### config.mk
export PLATFORM = sky130hd
export DESIGN_NAME = tty_uart_tx
export DESIGN_NICKNAME = d
export VERILOG_FILES = /design/src/rtl/tty_pkg.sv /design/src/rtl/tty_uart_tx_sync_fifo.sv /design/src/rtl/tty_uart_tx.sv
export SDC_FILE = /design/constraint.sdc
export NUM_CORES = 1
export LEC_CHECK = 0
export ABC_AREA = 1
export BUFFER_PORTS_ARGS = -buffer_cell sky130_fd_sc_hd__buf_2
export CAP_MARGIN = 10
export CORE_MARGIN = 3
export CORE_UTILIZATION = 40
export CTS_CLUSTER_SIZE = 28
export DETAILED_ROUTE_END_ITERATION = 16
export HOLD_SLACK_MARGIN = 0.08
export PLACE_DENSITY = 0.52
export RECOVER_POWER = 25
export SYNTH_ARGS = -nofsm -noshare
export SYNTH_HDL_FRONTEND = slang
export SYNTH_SLANG_ARGS = --single-unit
### constraint.sdc
create_clock -name clk_i -period 5.1 [get_ports clk_i]
set_input_delay 1.02 -clock clk_i [delete_from_list [all_inputs] [get_ports clk_i]]
set_output_delay 1.02 -clock clk_i [all_outputs]
set_load 0.05 [all_outputs]
### src/rtl/tty_pkg.sv
// rtl/tty_pkg.sv - shared types and constants for the TTY UART transmitter
package tty_pkg;

    localparam int TTY_DATA_W      = 7;
    localparam int UART_FRAME_BITS = 10;

    typedef enum logic [1:0] {
        IDLE,
        START,
        DATA,
        STOP
    } tty_tx_state_t;

endpackage

### src/rtl/tty_uart_tx_sync_fifo.sv
// rtl/tty_uart_tx_sync_fifo.sv - single-clock FIFO with occupancy count
module sync_fifo #(
    parameter int WIDTH = 8,
    parameter int DEPTH = 16
) (
    input  logic                       clk_i,
    input  logic                       rst_i,
    input  logic                       push_i,
    input  logic [WIDTH-1:0]           wr_data_i,
    input  logic                       pop_i,
    output logic [WIDTH-1:0]           rd_data_o,
    output logic                       full_o,
    output logic                       empty_o,
    output logic [$clog2(DEPTH):0]     level_o
);

    localparam int AW = $clog2(DEPTH);
    localparam logic [AW:0] FULL_LVL = (AW+1)'(DEPTH);

    logic [WIDTH-1:0] mem [DEPTH];
    logic [AW-1:0]    wr_ptr;
    logic [AW-1:0]    rd_ptr;
    logic [AW:0]      level;
    logic             do_push;
    logic             do_pop;

    // Full and empty come straight from the registered level, so a pop in the
    // same cycle never makes room for a write that arrives against a full FIFO.
    assign full_o    = (level == FULL_LVL);
    assign empty_o   = (level == '0);
    assign level_o   = level;
    assign do_push   = push_i & ~full_o;
    assign do_pop    = pop_i & ~empty_o;
    assign rd_data_o = mem[rd_ptr];

    // Storage array; no reset needed since entries are only read when level is non-zero.
    always_ff @(posedge clk_i) begin
        if (do_push) begin
            mem[wr_ptr] <= wr_data_i;
        end
    end

    // Pointers wrap naturally at DEPTH; level tracks push/pop balance.
    always_ff @(posedge clk_i or posedge rst_i) begin
        if (rst_i) begin
            wr_ptr <= '0;
            rd_ptr <= '0;
            level  <= '0;
        end else begin
            if (do_push) begin
                wr_ptr <= wr_ptr + 1'b1;
            end
            if (do_pop) begin
                rd_ptr <= rd_ptr + 1'b1;
            end
            case ({do_push, do_pop})
                2'b10:   level <= level + 1'b1;
                2'b01:   level <= level - 1'b1;
                default: level <= level;
            endcase
        end
    end

endmodule

### src/rtl/tty_uart_tx.sv
// rtl/tty_uart_tx.sv - buffered 8N1 UART transmitter for the MCU TTY port
module tty_uart_tx
    import tty_pkg::*;
#(
    parameter int BAUD_DIV   = 104,
    parameter int FIFO_DEPTH = 16
) (
    input  logic                          clk_i,
    input  logic                          rst_i,
    input  logic [TTY_DATA_W-1:0]         tty_data_i,
    input  logic                          tty_we_i,
    input  logic                          ovf_clr_i,
    output logic                          tx_o,
    output logic                          busy_o,
    output logic                          full_o,
    output logic                          ovf_o,
    output logic [$clog2(FIFO_DEPTH):0]   level_o
);

    localparam int CW = $clog2(BAUD_DIV);
    localparam logic [CW-1:0] CNT_LOAD = CW'(BAUD_DIV - 1);
    localparam logic [2:0]    LAST_BIT = 3'(UART_FRAME_BITS - 3);

    tty_tx_state_t              state_q, state_d;
    logic [CW-1:0]              cnt_q, cnt_d;
    logic [2:0]                 bit_q, bit_d;
    logic [7:0]                 shift_q, shift_d;
    logic                       tx_q, tx_d;
    logic                       ovf_q;
    logic                       pop;
    logic                       fifo_empty;
    logic                       fifo_full;
    logic [TTY_DATA_W-1:0]      fifo_rd;
    logic [$clog2(FIFO_DEPTH):0] fifo_level;
    logic                       bit_end;

    sync_fifo #(
        .WIDTH (TTY_DATA_W),
        .DEPTH (FIFO_DEPTH)
    ) u_fifo (
        .clk_i     (clk_i),
        .rst_i     (rst_i),
        .push_i    (tty_we_i),
        .wr_data_i (tty_data_i),
        .pop_i     (pop),
        .rd_data_o (fifo_rd),
        .full_o    (fifo_full),
        .empty_o   (fifo_empty),
        .level_o   (fifo_level)
    );

    assign bit_end = (cnt_q == '0);

    // Next-state logic: frame sequencing, baud countdown, shifting and FIFO pops.
    always_comb begin
        state_d = state_q;
        cnt_d   = cnt_q;
        bit_d   = bit_q;
        shift_d = shift_q;
        pop     = 1'b0;
        case (state_q)
            IDLE: begin
                if (!fifo_empty) begin
                    pop     = 1'b1;
                    shift_d = {1'b0, fifo_rd};
                    cnt_d   = CNT_LOAD;
                    state_d = START;
                end
            end
            START: begin
                if (bit_end) begin
                    cnt_d   = CNT_LOAD;
                    bit_d   = '0;
                    state_d = DATA;
                end else begin
                    cnt_d = cnt_q - 1'b1;
                end
            end
            DATA: begin
                if (bit_end) begin
                    cnt_d   = CNT_LOAD;
                    shift_d = {1'b0, shift_q[7:1]};
                    if (bit_q == LAST_BIT) begin
                        state_d = STOP;
                    end else begin
                        bit_d = bit_q + 1'b1;
                    end
                end else begin
                    cnt_d = cnt_q - 1'b1;
                end
            end
            STOP: begin
                if (bit_end) begin
                    // Chain straight into the next start bit when more data is waiting.
                    if (!fifo_empty) begin
                        pop     = 1'b1;
                        shift_d = {1'b0, fifo_rd};
                        cnt_d   = CNT_LOAD;
                        state_d = START;
                    end else begin
                        state_d = IDLE;
                    end
                end else begin
                    cnt_d = cnt_q - 1'b1;
                end
            end
            default: begin
                state_d = IDLE;
            end
        endcase
    end

    // Line level for the coming cycle, derived from where the FSM is heading.
    always_comb begin
        tx_d = 1'b1;
        case (state_d)
            START:   tx_d = 1'b0;
            DATA:    tx_d = shift_d[0];
            default: tx_d = 1'b1;
        endcase
    end

    // FSM and datapath registers; reset drops the line back to idle-high at once.
    always_ff @(posedge clk_i or posedge rst_i) begin
        if (rst_i) begin
            state_q <= IDLE;
            cnt_q   <= '0;
            bit_q   <= '0;
            shift_q <= '0;
            tx_q    <= 1'b1;
        end else begin
            state_q <= state_d;
            cnt_q   <= cnt_d;
            bit_q   <= bit_d;
            shift_q <= shift_d;
            tx_q    <= tx_d;
        end
    end

    // Sticky drop flag; a drop in the same cycle wins over a clear.
    always_ff @(posedge clk_i or posedge rst_i) begin
        if (rst_i) begin
            ovf_q <= 1'b0;
        end else if (tty_we_i && fifo_full) begin
            ovf_q <= 1'b1;
        end else if (ovf_clr_i) begin
            ovf_q <= 1'b0;
        end
    end

    assign tx_o    = tx_q;
    assign busy_o  = (state_q != IDLE) | (fifo_level != '0);
    assign full_o  = fifo_full;
    assign ovf_o   = ovf_q;
    assign level_o = fifo_level;

endmodule
==> out/qor.csv <==
metric,value,unit
critPathSlowestCell,nor2_1,
hold_viol,0,
syn_area,0.00683,mm2
port_buffers,19,
syn_nets,689,
finalCritPeriodShare,0.648,
max_slew.worst_pin.slew,1.96,ns
rsz0062_at_grt,no,
hpwl,9.80,mm
die_h,137,um
start_util,0.410,
synth_top_area_frac,0.493,
wl_per_cell,16.8,um
clkTransAtPathRegs,0.06,ns
setup_viol_count_final,0,
cts-root-buf,clkbuf_16,
final_layout_size_suffix_gt1_frac,0.112,
cp_data_arrival_time,2.28,ns
synth_cell_types,32,
drcViolationCount,0,
cp_top_family,simple AND/OR/NAND/NOR gates,
vdd_drop_max,389,uV
drv_cap,1,
antenna_found_initial,0,
first_global_vias,4403,
finClkSkew,0.0107,ns
grt_usage,0.173,
dieWidth,137,um
worstSetupEndpointType,output port,
rows,47,
synthToLayoutAreaGrowth,12.0,%
crit_type,reg -> out,
grt_max_degree,59,
fin_nets,706,
hold_path_class,reg -> reg,
ys_ff_latch,147,
hold_buffers,0,
grt_pass1_wl,24.4,mm
min_period,3.30,ns
cts_buffers,17,
antenna_cells,0,
syn-instance-count,659,
worstPathCellList,nor2_1 -> nand2_1 -> nor2_1 -> nand2_1 -> buf_2,
first_pass_iters,5,
cts_tree,done,
layout_common_cells,"122 x nor2_1, 112 x edfxtp_1, 100 x nand2_1, 54 x o21ai_0, 51 x inv_1",
cp-start-kind,flop,
critical-path-max-stage-delay,0.79,ns
num_io_pins,20,
ys_seq_area_frac,0.621,
core_area,0.0166,mm2
slew_violations,36,
cts.htree.levels,4,
avgSynthCellArea,10.4,um2
critPathRequiredTime,4.08,ns
dr.first_iter.drc_count,402,
synth.area.top_cells,"edfxtp_1 49%, dfrtp_1 12%, nor2_1 6.7%",
cts_setup_buffers,0,
dr_total_vias,4602,
power.static_leakage,3.04,nW
ant_nets,0,
clock_sinks,147,
outcome,finished with violations,
post_drt_via_cell_ratio,5.06,
final_common_cell,nor2_1,
critPathBufInv,1,
power.density,595,mW/mm2
final_cells,909,
fin_tns_setup,0,ns
dp_cells,877,
cts_resized,0,
yosysWarnings,0,
gp_congestion,0.777,
critPathMaxFanout,11,
clock_latency,0.43,ns
design.die.area,0.0187,mm2
finalWirelength,15.3,mm
failed_checks,"capacitance limit, slew limit",
synth_top_area_cell,edfxtp_1,
fmax,303,MHz
gr-total-overflow,0,
slew_headroom,-0.305,
clock_path_buffers,2,
==> synthesized netlist by cell type (all sizes together) <==
cell,count
o21ai,82
dfrtp,34
o211ai,21
buf,14
dfstp,1
a21oi,12
o21bai,1
nand4,2
ha,18
xnor2,1
nor3,1
nand3,47
xor2,10
nor2,128
inv,57
edfxtp,112
fa,1
clkbuf,10
nand2,107
==> area by class of cell <==
class | count | area, um2
timing repair buffer | 22 | 108
tap | 220 | 275
inverter | 57 | 214
clock buffer | 18 | 429
multi-input combinational | 431 | 2240
sequential | 147 | 4240
clock inverter | 14 | 141
fill | 1578 | 9000
==> state kept, by name, indices dropped and copies added (netlist names) <==
register        cells
u_fifo.rd_ptr       4
u_fifo.level_o      5
tx_o                1
u_fifo.mem        112
cnt_q               7
shift_q             8
bit_q               3
u_fifo.wr_ptr       4
state_q             2
ovf_o               1
==> kinds of logic (layout without fill, tap and decap cells) <==
logic type | count (synthesis) | in the layout | synth area share
buffers and inverters | 81 | 111 | 0.0511
xor gates and xnor gates | 11 | 11 | 0.0141
DFF | 147 | 147 | 0.621
adders and majority gates | 19 | 19 | 0.0359
AOI/OAI and AO/OA | 116 | 116 | 0.0964
and+or+nand+nor | 285 | 285 | 0.181
==> power breakdown <==
group | total (W) | leakage [nW] | switching, W | internal, W
Clock | 0.00121 | 0.273 | 0.000525 | 0.000686
Sequential | 0.00165 | 1.45 | 0.000154 | 0.00150
Combinational | 0.00169 | 1.31 | 0.00119 | 0.000498
Total | 0.00455 | 3.04 | 0.00187 | 0.00268
==> per-layer routing <==
| layer | routed length [um] | GRT usage | vias to the layer above |
|---|---|---|---|
| met5 | 0 | 0 | - |
| met4 | 192 | 0.0588 | 0 |
| met3 | 598 | 0.0313 | 17 |
| met2 | 7120 | 0.264 | 84 |
| met1 | 7390 | 0.249 | 2225 |
| li1 | - | - | 2276 |
==> path summary, 6_finish.rpt <==
kind                                                    start  slack (ns)                            end  cells past startpoint
worst min-delay path                     shift_q[0]$_DFF_PP0_        0.49           shift_q[0]$_DFF_PP0_                      2
min in group asynchronous                               rst_i        1.30  u_fifo.level_o[2]$_DFFE_PP0P_                      3
worst max register to register  u_fifo.level_o[1]$_DFFE_PP0P_        2.02  u_fifo.level_o[4]$_DFFE_PP0P_                     15
worst min register to register           shift_q[0]$_DFF_PP0_        0.49           shift_q[0]$_DFF_PP0_                      2
max in group asynchronous                               rst_i        2.54   u_fifo.rd_ptr[0]$_DFFE_PP0P_                      3
worst max-delay path            u_fifo.level_o[1]$_DFFE_PP0P_        1.80                         busy_o                      5
==> stage by stage <==
stage / util / cell area [um2] / power [W] / hold WS (ns) / setup WS, ns
after floorplan: - / 6830 / 0.00293 / 0.454 / 2.06
after global placement: 0.426 / 7080 / 0.00335 / 0.480 / 2.15
after detailed placement: 0.426 / 7080 / 0.00338 / 0.475 / 2.06
after CTS: 0.460 / 7650 / 0.00460 / 0.493 / 1.82
after global routing: 0.459 / 7640 / 0.00488 / 0.540 / 1.59
final: 0.459 / 7640 / 0.00455 / 0.487 / 1.80
==> worst reg2reg max path: stages, from the launching register on <==
cell and delay (ns):
dfrtp_1 0.42, nor2_1 0.13, nand2_1 0.08, nor2_1 0.79, nor2_4 0.10, nand2_2 0.14, inv_2 0.06, ha_1 0.25
ha_1 0.35, a21oi_1 0.17, nor2_1 0.05, nor2_1 0.11, nand2_1 0.06, nand2_1 0.06, nor2_1 0.04, xor2_1 0.13
(Power assumes the default switching activity.)
